$ cat config.mk
export PLATFORM = sky130hd
export DESIGN_NAME = floppy_timer_ctl
export DESIGN_NICKNAME = d
export VERILOG_FILES = /design/src/rtl/floppy_timer_pkg.sv /design/src/rtl/floppy_timer_chan.sv /design/src/rtl/floppy_timer_ctl.sv
export SDC_FILE = /design/constraint.sdc
export NUM_CORES = 1
export LEC_CHECK = 0
export CAP_MARGIN = 30
export CORE_ASPECT_RATIO = 1.75
export CORE_MARGIN = 4
export CORE_UTILIZATION = 27
export DETAILED_ROUTE_END_ITERATION = 8
export MAX_ROUTING_LAYER = met4
export PLACE_DENSITY = 0.54
export RECOVER_POWER = 50
export SLEW_MARGIN = 20
export SYNTH_ARGS = -nofsm -noshare
export SYNTH_HDL_FRONTEND = slang
export SYNTH_SLANG_ARGS = --single-unit
$ cat constraint.sdc
create_clock -name clk -period 4.4 [get_ports clk]
set_clock_uncertainty 0.15 [all_clocks]
set_input_delay 0.66 -clock clk [delete_from_list [all_inputs] [get_ports clk]]
set_output_delay 0.66 -clock clk [all_outputs]
set_load 0.05 [all_outputs]
$ cat src/rtl/floppy_timer_pkg.sv
// Shared constants and types for the floppy tick-timer controller.
package floppy_timer_pkg;

  // Number of independent timer channels and the width of each counter.
  localparam int NCH = 4;
  localparam int CW  = 8;

  // Prescaler counter width; the divider must fit in it.
  localparam int PSW = 18;

  // Register map.
  localparam logic [2:0] ADDR_CH0  = 3'd0;
  localparam logic [2:0] ADDR_CH1  = 3'd1;
  localparam logic [2:0] ADDR_CH2  = 3'd2;
  localparam logic [2:0] ADDR_CH3  = 3'd3;
  localparam logic [2:0] ADDR_CTRL = 3'd4;
  localparam logic [2:0] ADDR_STAT = 3'd5;

  // Clocks per tick for a given master clock and tick rate.
  function automatic int calc_div(input int mclk_hz, input int tick_hz);
    return mclk_hz / tick_hz;
  endfunction

  // Default operating point: 24 MHz master clock, 100 Hz tick.
  localparam int MCLKFREQ_DEF = 24000000;
  localparam int TICKHZ_DEF   = 100;
  localparam int DIV          = calc_div(MCLKFREQ_DEF, TICKHZ_DEF);

  // CTRL register layout: IRQ enables in the high nibble, auto-reload in the low.
  typedef struct packed {
    logic [NCH-1:0] ie;
    logic [NCH-1:0] ar;
  } ctrl_t;

endpackage

$ cat src/rtl/floppy_timer_chan.sv
// One timer channel: 8-bit down-counter with reload register and auto-reload.
module floppy_timer_chan
  import floppy_timer_pkg::*;
(
  input  logic          clk,
  input  logic          reset,
  input  logic          tick,
  input  logic          load,
  input  logic [CW-1:0] ld_val,
  input  logic          ar,
  output logic [CW-1:0] count,
  output logic          expire_pulse
);

  logic [CW-1:0] reload;

  // A load in a tick cycle wins, so that cycle never expires.
  assign expire_pulse = tick && !load && (count == CW'(1));

  // Load from the bus, otherwise count down on each tick; zero means idle.
  // NOTE: state registers use non-blocking assignments so every flop samples
  // pre-edge values regardless of statement order.
  always_ff @(posedge clk or posedge reset) begin
    if (reset) begin
      count  <= '0;
      reload <= '0;
    end else if (load) begin
      count  <= ld_val;
      reload <= ld_val;
    end else if (tick) begin
      if (count == CW'(1)) begin
        count <= ar ? reload : '0;
      end else if (count != '0) begin
        count <= count - CW'(1);
      end
    end
  end

endmodule

$ cat src/rtl/floppy_timer_ctl.sv
// Four-channel tick-timer controller: shared prescaler, CTRL/STAT registers,
// sticky expiry flags and a registered level IRQ.
module floppy_timer_ctl
  import floppy_timer_pkg::*;
#(
  parameter int MCLKFREQ = MCLKFREQ_DEF,
  parameter int TICKHZ   = TICKHZ_DEF
) (
  input  logic       clk,
  input  logic       reset,
  input  logic [2:0] addr,
  input  logic [7:0] di,
  input  logic       wren,
  output logic [7:0] dout,
  output logic       irq,
  output logic       tick
);

  localparam int             PDIV      = calc_div(MCLKFREQ, TICKHZ);
  localparam logic [PSW-1:0] PRESC_MAX = PSW'(PDIV - 1);

  logic [PSW-1:0] presc;
  ctrl_t          ctrl;
  logic [NCH-1:0] flags;
  logic [NCH-1:0] expire;
  logic [NCH-1:0] load;
  logic [NCH-1:0] clr;
  logic [CW-1:0]  count [NCH];
  logic           ctrl_wr;
  logic           stat_wr;

  // Tick is the single cycle in which the prescaler sits at zero.
  assign tick    = (presc == '0);
  assign ctrl_wr = wren && (addr == ADDR_CTRL);
  assign stat_wr = wren && (addr == ADDR_STAT);
  assign clr     = stat_wr ? di[NCH-1:0] : '0;

  // Free-running prescaler; register writes never touch it.
  always_ff @(posedge clk or posedge reset) begin
    if (reset) begin
      presc <= PRESC_MAX;
    end else if (presc == '0) begin
      presc <= PRESC_MAX;
    end else begin
      presc <= presc - PSW'(1);
    end
  end

  for (genvar n = 0; n < NCH; n++) begin : g_chan
    assign load[n] = wren && (addr == 3'(n));

    floppy_timer_chan u_chan (
      .clk          (clk),
      .reset        (reset),
      .tick         (tick),
      .load         (load[n]),
      .ld_val       (di),
      .ar           (ctrl.ar[n]),
      .count        (count[n]),
      .expire_pulse (expire[n])
    );
  end

  // CTRL register; channels see new auto-reload bits from the next tick on.
  always_ff @(posedge clk or posedge reset) begin
    if (reset) begin
      ctrl <= '0;
    end else if (ctrl_wr) begin
      ctrl <= ctrl_t'(di);
    end
  end

  // Sticky flags: write-1-to-clear, with a same-cycle expiry taking priority.
  always_ff @(posedge clk or posedge reset) begin
    if (reset) begin
      flags <= '0;
    end else begin
      flags <= (flags & ~clr) | expire;
    end
  end

  // Registered level interrupt from enabled flags.
  always_ff @(posedge clk or posedge reset) begin
    if (reset) begin
      irq <= 1'b0;
    end else begin
      irq <= |(flags & ctrl.ie);
    end
  end

  // Zero-latency read mux over the current register state.
  // NOTE: dout gets a default before the case so no path leaves it unassigned
  // and no latch is inferred.
  always_comb begin
    dout = '0;
    case (addr)
      ADDR_CH0, ADDR_CH1, ADDR_CH2, ADDR_CH3: dout = count[addr[1:0]];
      ADDR_CTRL:                              dout = ctrl;
      ADDR_STAT:                              dout = {{(CW - NCH){1'b0}}, flags};
      default:                                dout = '0;
    endcase
  end

endmodule

==> results.md, run 1 <==
- Worst min path class: flip-flop to flip-flop
- Worst Setup End Kind: primary output
- Slew Viols, Final: 61
- Fin crit period: 3.80 ns
- Vias in the first global route: 4565
- Data arrival, critical path: 2.99 ns
- Synth Register Bits: 95
- Die footprint: 23100 µm²
- Max VDD drop: about 0.14 mV
- Ys flop type: dfrtp_1
- Gr ovfl total: 0
- Post-DP Area: 6050 µm²
- Distinct cells, synth: 65
- First-pass GRT wire length: 26.3 mm
- Fillers: 2068
- Slew headroom: -0.840
- Post-synth EDFFs: 0
- Power per Cell Area: 415 nW/µm²
- Clk buf depth: 2
- Hold Path Cell Cnt: 1
- Die Ht: between 150 and 200 µm
- P&R area growth vs syn: 13.8%
- Finish-stage setup viols: 0
- H-tree levels: 3
- Final Power: about 2.6 mW
- Most frequent cells in the layout: nand2_1, dfrtp_1, nor2_1
- Initial antenna violation count: 0
- Die Width: 117 µm
- Commonest non-fill, non-tap cell in the layout: nand2_1
- Critical Path Start Type: input pin
- CP Class: input pin to primary output
- Synth Instances: 620
- Layout net count: 660
- Vias/cell: about 5
- Syn avg cell area: 8.98 µm²
- Crit share post-route: 0.863
- # rows: 69
- Pin count of the biggest net entering global routing: 61
- Final ANT Viol Nets: 0
- Initial Utilization: 0.274
- Max Cap Viol: 1
- Ys Warns: 0
- Clock sink count: 95
- Post-CTS setup buffers: 0
- CTS clk-pin slew, worst paths: 0.06 ns
- Cell area after layout: 6330 µm²
- DRC viols: 0
- Largest fanout on the critical path: 10
- Gr usage total: 0.154
- Via count: 4543
- Worst Reg-to-Reg Cells: 7
- Antenna diodes: 0
- Async S/R FF share, synth: 1.00
- Cts bufs inserted: 9
- Hold Vio Cnt, Final: 0
- Status: finished with violations
- Placer Congestion: 0.829
- Root Buffer: clkbuf_16
- Sequential area share after synthesis: 0.430
- Final WL: 16.3 mm
- Clk_lat worst skew: 0.36 ns
- Failing checks: max-capacitance violations, max-slew violations
- Synth Cell Area: about 5600 µm²
- Synthesized net count: 648
- DRT Pass-1 Iters: 7
- CP required: between 3 and 4 ns
- Detail Placement HPWL: 11.7 mm
- Standby leakage power: 2.69 nW
- Post-Route Utilization: 0.312
- Iteration-0 DRC Markers: 296
- PostCTS Resize Cnt: 0
- DR WL/cell: 18.4 µm
- TNS Setup: 0 ns
- Worst-margin pin slew: 2.74 ns
- FMAX: 263 MHz
- Register area: 2390 µm²
- Core Region: 20300 µm²
- CTS tree: built
- Hold Buf Count CTS: 0
- RSZ-0062 raised after global routing: no
- Layout cell share with drive strength beyond 1: 0.115
- Io pins: 24
- PortBufs: 23
- Multi-input logic area: between 2000 and 3000 µm²
[report_power, final]
part / internal [mW] / switching, mW / total, mW
sequential: 1.01 / 0.205 / 1.21
clock: 0.419 / 0.363 / 0.781
combinational: 0.288 / 0.350 / 0.638
total: 1.71 / 0.918 / 2.63
[worst max-delay path, stage by stage]
cell	delay [ns]
clkdlybuf4s50_1	0.80
mux4_2	0.30
inv_1	0.03
o21ai_0	0.31
clkdlybuf4s50_1	0.88
[cell type report]
| type | count | area share |
|---|---|---|
| Clock buffer | 11 | 0.0399 |
| Clock inverter | 5 | 0.00672 |
| Inverter | 23 | 0.0138 |
| Multi-Input combinational cell | 471 | 0.467 |
| Sequential cell | 95 | 0.378 |
| Tap cell | 248 | 0.0490 |
| Timing Repair Buffer | 32 | 0.0454 |
[state kept, by name, summed over array words and instances (netlist names)]
signal                flops
ctrl                      8
flags                     4
g_chan.u_chan.count      32
g_chan.u_chan.reload     32
irq                       1
presc                    18
[synth_stat cells (13+ instances only)]
cell type  instances  area (µm²)
xnor2_1           13         114
dfrtp_1           82        2050
nand3_1           21         105
nor3_1            15        75.1
dfstp_2           13         342
o21ai_0           26         130
inv_1             23        86.3
a21oi_1           24         120
mux2i_1           14         140
nor2_1            44         165
nand2_1          147         552
ha_1              14         175
clkbuf_1          19        71.3
[stage by stage]
step,cells,hold WS [ns],worst slack [ns]
floorplan,620,0.284,0.822
global placement,869,0.297,0.548
detailed placement,869,0.300,0.537
CTS,885,0.315,0.528
global route,885,0.322,0.239
finish,885,0.313,0.602
[worst paths after layout]
check / slack, ns / start / end
min in group asynchronous: 1.38 / reset / g_chan[3].u_chan.reload[4]
worst min register to register: 0.31 / presc[0] / presc[0]
worst max-delay path: 0.60 / addr[1] / dout[6]
max in group asynchronous: 0.87 / reset / g_chan[3].u_chan.reload[5]
worst max register to register: 1.77 / g_chan[3].u_chan.count[1] / g_chan[3].u_chan.count[2]
worst min-delay path: 0.31 / presc[0] / presc[0]
[kinds of logic (layout without fill, tap and decap cells)]
group / after synthesis / count (layout) / synth area share
xor gates and xnor gates: 21 / 21 / 0.0330
muxes: 32 / 32 / 0.0778
buffers and inverters: 54 / 71 / 0.0402
and+or+nand+nor: 293 / 293 / 0.253
DFF: 95 / 95 / 0.430
adders and majority gates: 14 / 14 / 0.0315
AOI/OAI and AO/OA: 111 / 111 / 0.135
[metal layers]
layer  vias to the layer above  share of wire  GRT usage  wire [µm]
met1                      2231           0.41      0.177       6610
li1                       2202              -          -          -
met4                         0          0.033     0.0693        543
met5                         -              0          -          0
met3                        30          0.033     0.0226        538
met2                        80           0.53      0.261       8560
Power figures use the tool's default switching activity.
==> run 2: changes to the inputs <==
- PLACE_DENSITY: 0.54 -> 0.55
- clock period: 4.4 -> 3.18 ns (I/O delays scaled with it)
==> run 2 against run 1 <==
Effect of this change:
- count of clock-buffer cells in the layout unchanged
- sequential share of layout area down 1.0 points
- routed wire length down 0.94%
- combinational power up 47%
- critical path type is now flip-flop to primary output
- non-clock buffer count up 11
- the flow still finishes with violations (max-capacitance violations, max-slew violations)
- clock power up 43%
- setup slack worse by 0.24 ns
- first-iteration DRC count down 17%
- power up 42%
- flip-flop and latch count unchanged
==> results.md, run 2 (synthesis gave the netlist of run 1 again) <==
- Status: finished with violations
- Failing checks: max-capacitance violations, max-slew violations
- Worst Slack Setup Final: 0.366 ns
- CP required: between 2 and 3 ns
- Clk_lat worst skew: 0.35 ns
- Pin count of the biggest net entering global routing: 53
- Cts bufs inserted: 9
- CP Class: flip-flop to primary output
- Slew headroom: -0.422
- DRC viols: 0
- Post-route insts no fill: 896
- Cell Count Post-Placement: between 800 and 900
- Worst-path cell chain: inv_1 > ha_1 > nor2b_1 > and3_1 > nand2_4 > inv_1 > buf_12
- Antenna diodes: 0
- Layout cell share with drive strength beyond 1: 0.140
- CTS tree: built
- Vias in the first global route: 4618
- Finish-stage setup viols: 0
- Max Cap Viol: 1
- DRT Pass-1 Iters: 4
- Fillers: between 2000 and 2500
- Worst Reg-to-Reg Cells: 9
- Core Region: 20300 µm²
- H-tree levels: 3
- Layout net count: about 670
- # rows: 69
- Worst Setup End Kind: primary output
- Via count: ~4600
- Fin crit period: 2.81 ns
- PostCTS Resize Cnt: 0
- Detail Placement HPWL: roughly 12 mm
- PortBufs: 23
- Io pins: 24
- Die Ht: 198 µm
- TNS Setup: 0 ns
- First-pass GRT wire length: 26.0 mm
- Biggest regs: g_chan.u_chan.count: 32 flops, g_chan.u_chan.reload: 32 flops, presc: 18 flops
- Critical R2R Launch: presc[0]
- Vias/cell: approximately 5.1
- Die Width: 117 µm
- Hold Buf Count CTS: 0
- Reg2Reg Capture Point: g_chan[0].u_chan.count[7]
- FMAX: 355 MHz
- Slew Viols, Final: between 50 and 60
- Final WL: around 16 mm
- Worst min path class: flip-flop to flip-flop
- P&R area growth vs syn: 16.8%
- Final ANT Viol Nets: 0
- Power per Cell Area: 574 nW/µm²
- Gr usage total: 0.151
- Standby leakage power: 2.81 nW
- Root Buffer: clkbuf_16
- DR WL/cell: approximately 18 µm
- Place WS: approximately 0.42 ns
- Max VDD drop: 0.291 mV
- Critical Path Start Type: flip-flop
- Max stage delay on crit path: 0.56 ns
- Worst Path Buf+Inv: 3
- Iteration-0 DRC Markers: 247
- Placer Congestion: 0.845
- Data arrival, critical path: 2.19 ns
- Largest fanout on the critical path: 13
- CP startpoint: presc[0]
- Slowest CP cell: dfstp_1
- Commonest non-fill, non-tap cell in the layout: nand2_1
- Clk buf depth: 2
- Post-CTS setup buffers: 0
- CTS clk-pin slew, worst paths: 0.07 ns
- Initial antenna violation count: 0
- Most frequent cell on the critical path: inv_1
- Initial Utilization: 0.274
- Family with the most delay on the worst path: simple AND/OR/NAND/NOR gates
- Crit share post-route: 0.885
- Instance count on the critical path: 7
- Hold Vio Cnt, Final: 0
- Clock sink count: 95
- Post-Route Utilization: 0.321
- Setup crit end: tick
- R2R Setup Slk: 0.71 ns
- Gr ovfl total: 0
- Worst-margin pin slew: 2.13 ns
- Most frequent cells in the layout: nand2_1, dfrtp_1, nor2_1
- Die footprint: 23100 µm²
- RSZ-0062 raised after global routing: no
-- run 2: changes by cell type in the layout (fill, tap and decap cells not counted), sizes merged --
cell | before | now
clkinv | 4 | 2
buf | 8 | 27
clkinvlp | 2 | 1
clkdlybuf4s50 | 21 | 13
bufinv | 0 | 1
inv | 22 | 24
-- run 2: report_power, final --
part,switching (mW),internal (mW)
Clock,0.486,0.632
Combinational,0.498,0.440
Sequential,0.283,1.39
-- run 2: stage by stage --
| step | hold slack (ns) | instance area [µm²] | power (mW) |
|---|---|---|---|
| 4_1_cts | 0.323 | 6510 | 3.77 |
| 6_report | 0.320 | 6500 | 3.73 |
| 3_3_place_gp | 0.298 | 6210 | 2.63 |
| 2_1_floorplan | 0.284 | 5570 | 2.28 |
| 3_5_place_dp | 0.306 | 6210 | 2.63 |
| 5_1_grt | 0.342 | 6500 | 3.94 |
-- run 2: worst min-delay path by stage --
stage	from	end	slack (ns)	depth (start not counted)
after floorplan	g_chan[3].u_chan.reload[4]	g_chan[3].u_chan.reload[4]	0.28	2
after global placement	g_chan[3].u_chan.reload[3]	g_chan[3].u_chan.reload[3]	0.30	2
after detailed placement	presc[0]	presc[0]	0.31	1
after CTS	presc[0]	presc[0]	0.32	1
after global routing	g_chan[0].u_chan.reload[2]	g_chan[0].u_chan.reload[2]	0.34	2
final	g_chan[3].u_chan.reload[4]	g_chan[3].u_chan.reload[4]	0.32	2
-- run 2: final cells by class --
class,instances,area [µm²],share of cell area
well taps,248,310,0.0477
flip-flops and latches,95,2390,0.368
clock buffers,11,243,0.0373
clock inverters,5,56.3,0.00866
inverters,23,86.3,0.0133
repair buffers,43,465,0.0716
multi-input cells,471,2950,0.454
-- run 2: worst min-delay path: stages (launching register included) --
cell     delay (ns)
dfrtp_1        0.32
nand2_1        0.06
nand2_1        0.06
-- run 2: layer usage --
metal  vias up  wire [µm]  GRT usage
met5         -          0          -
met4         0        595     0.0672
met3        25        457     0.0211
met2        79       8600      0.261
met1      2255       6450      0.171
li1       2222          -          -
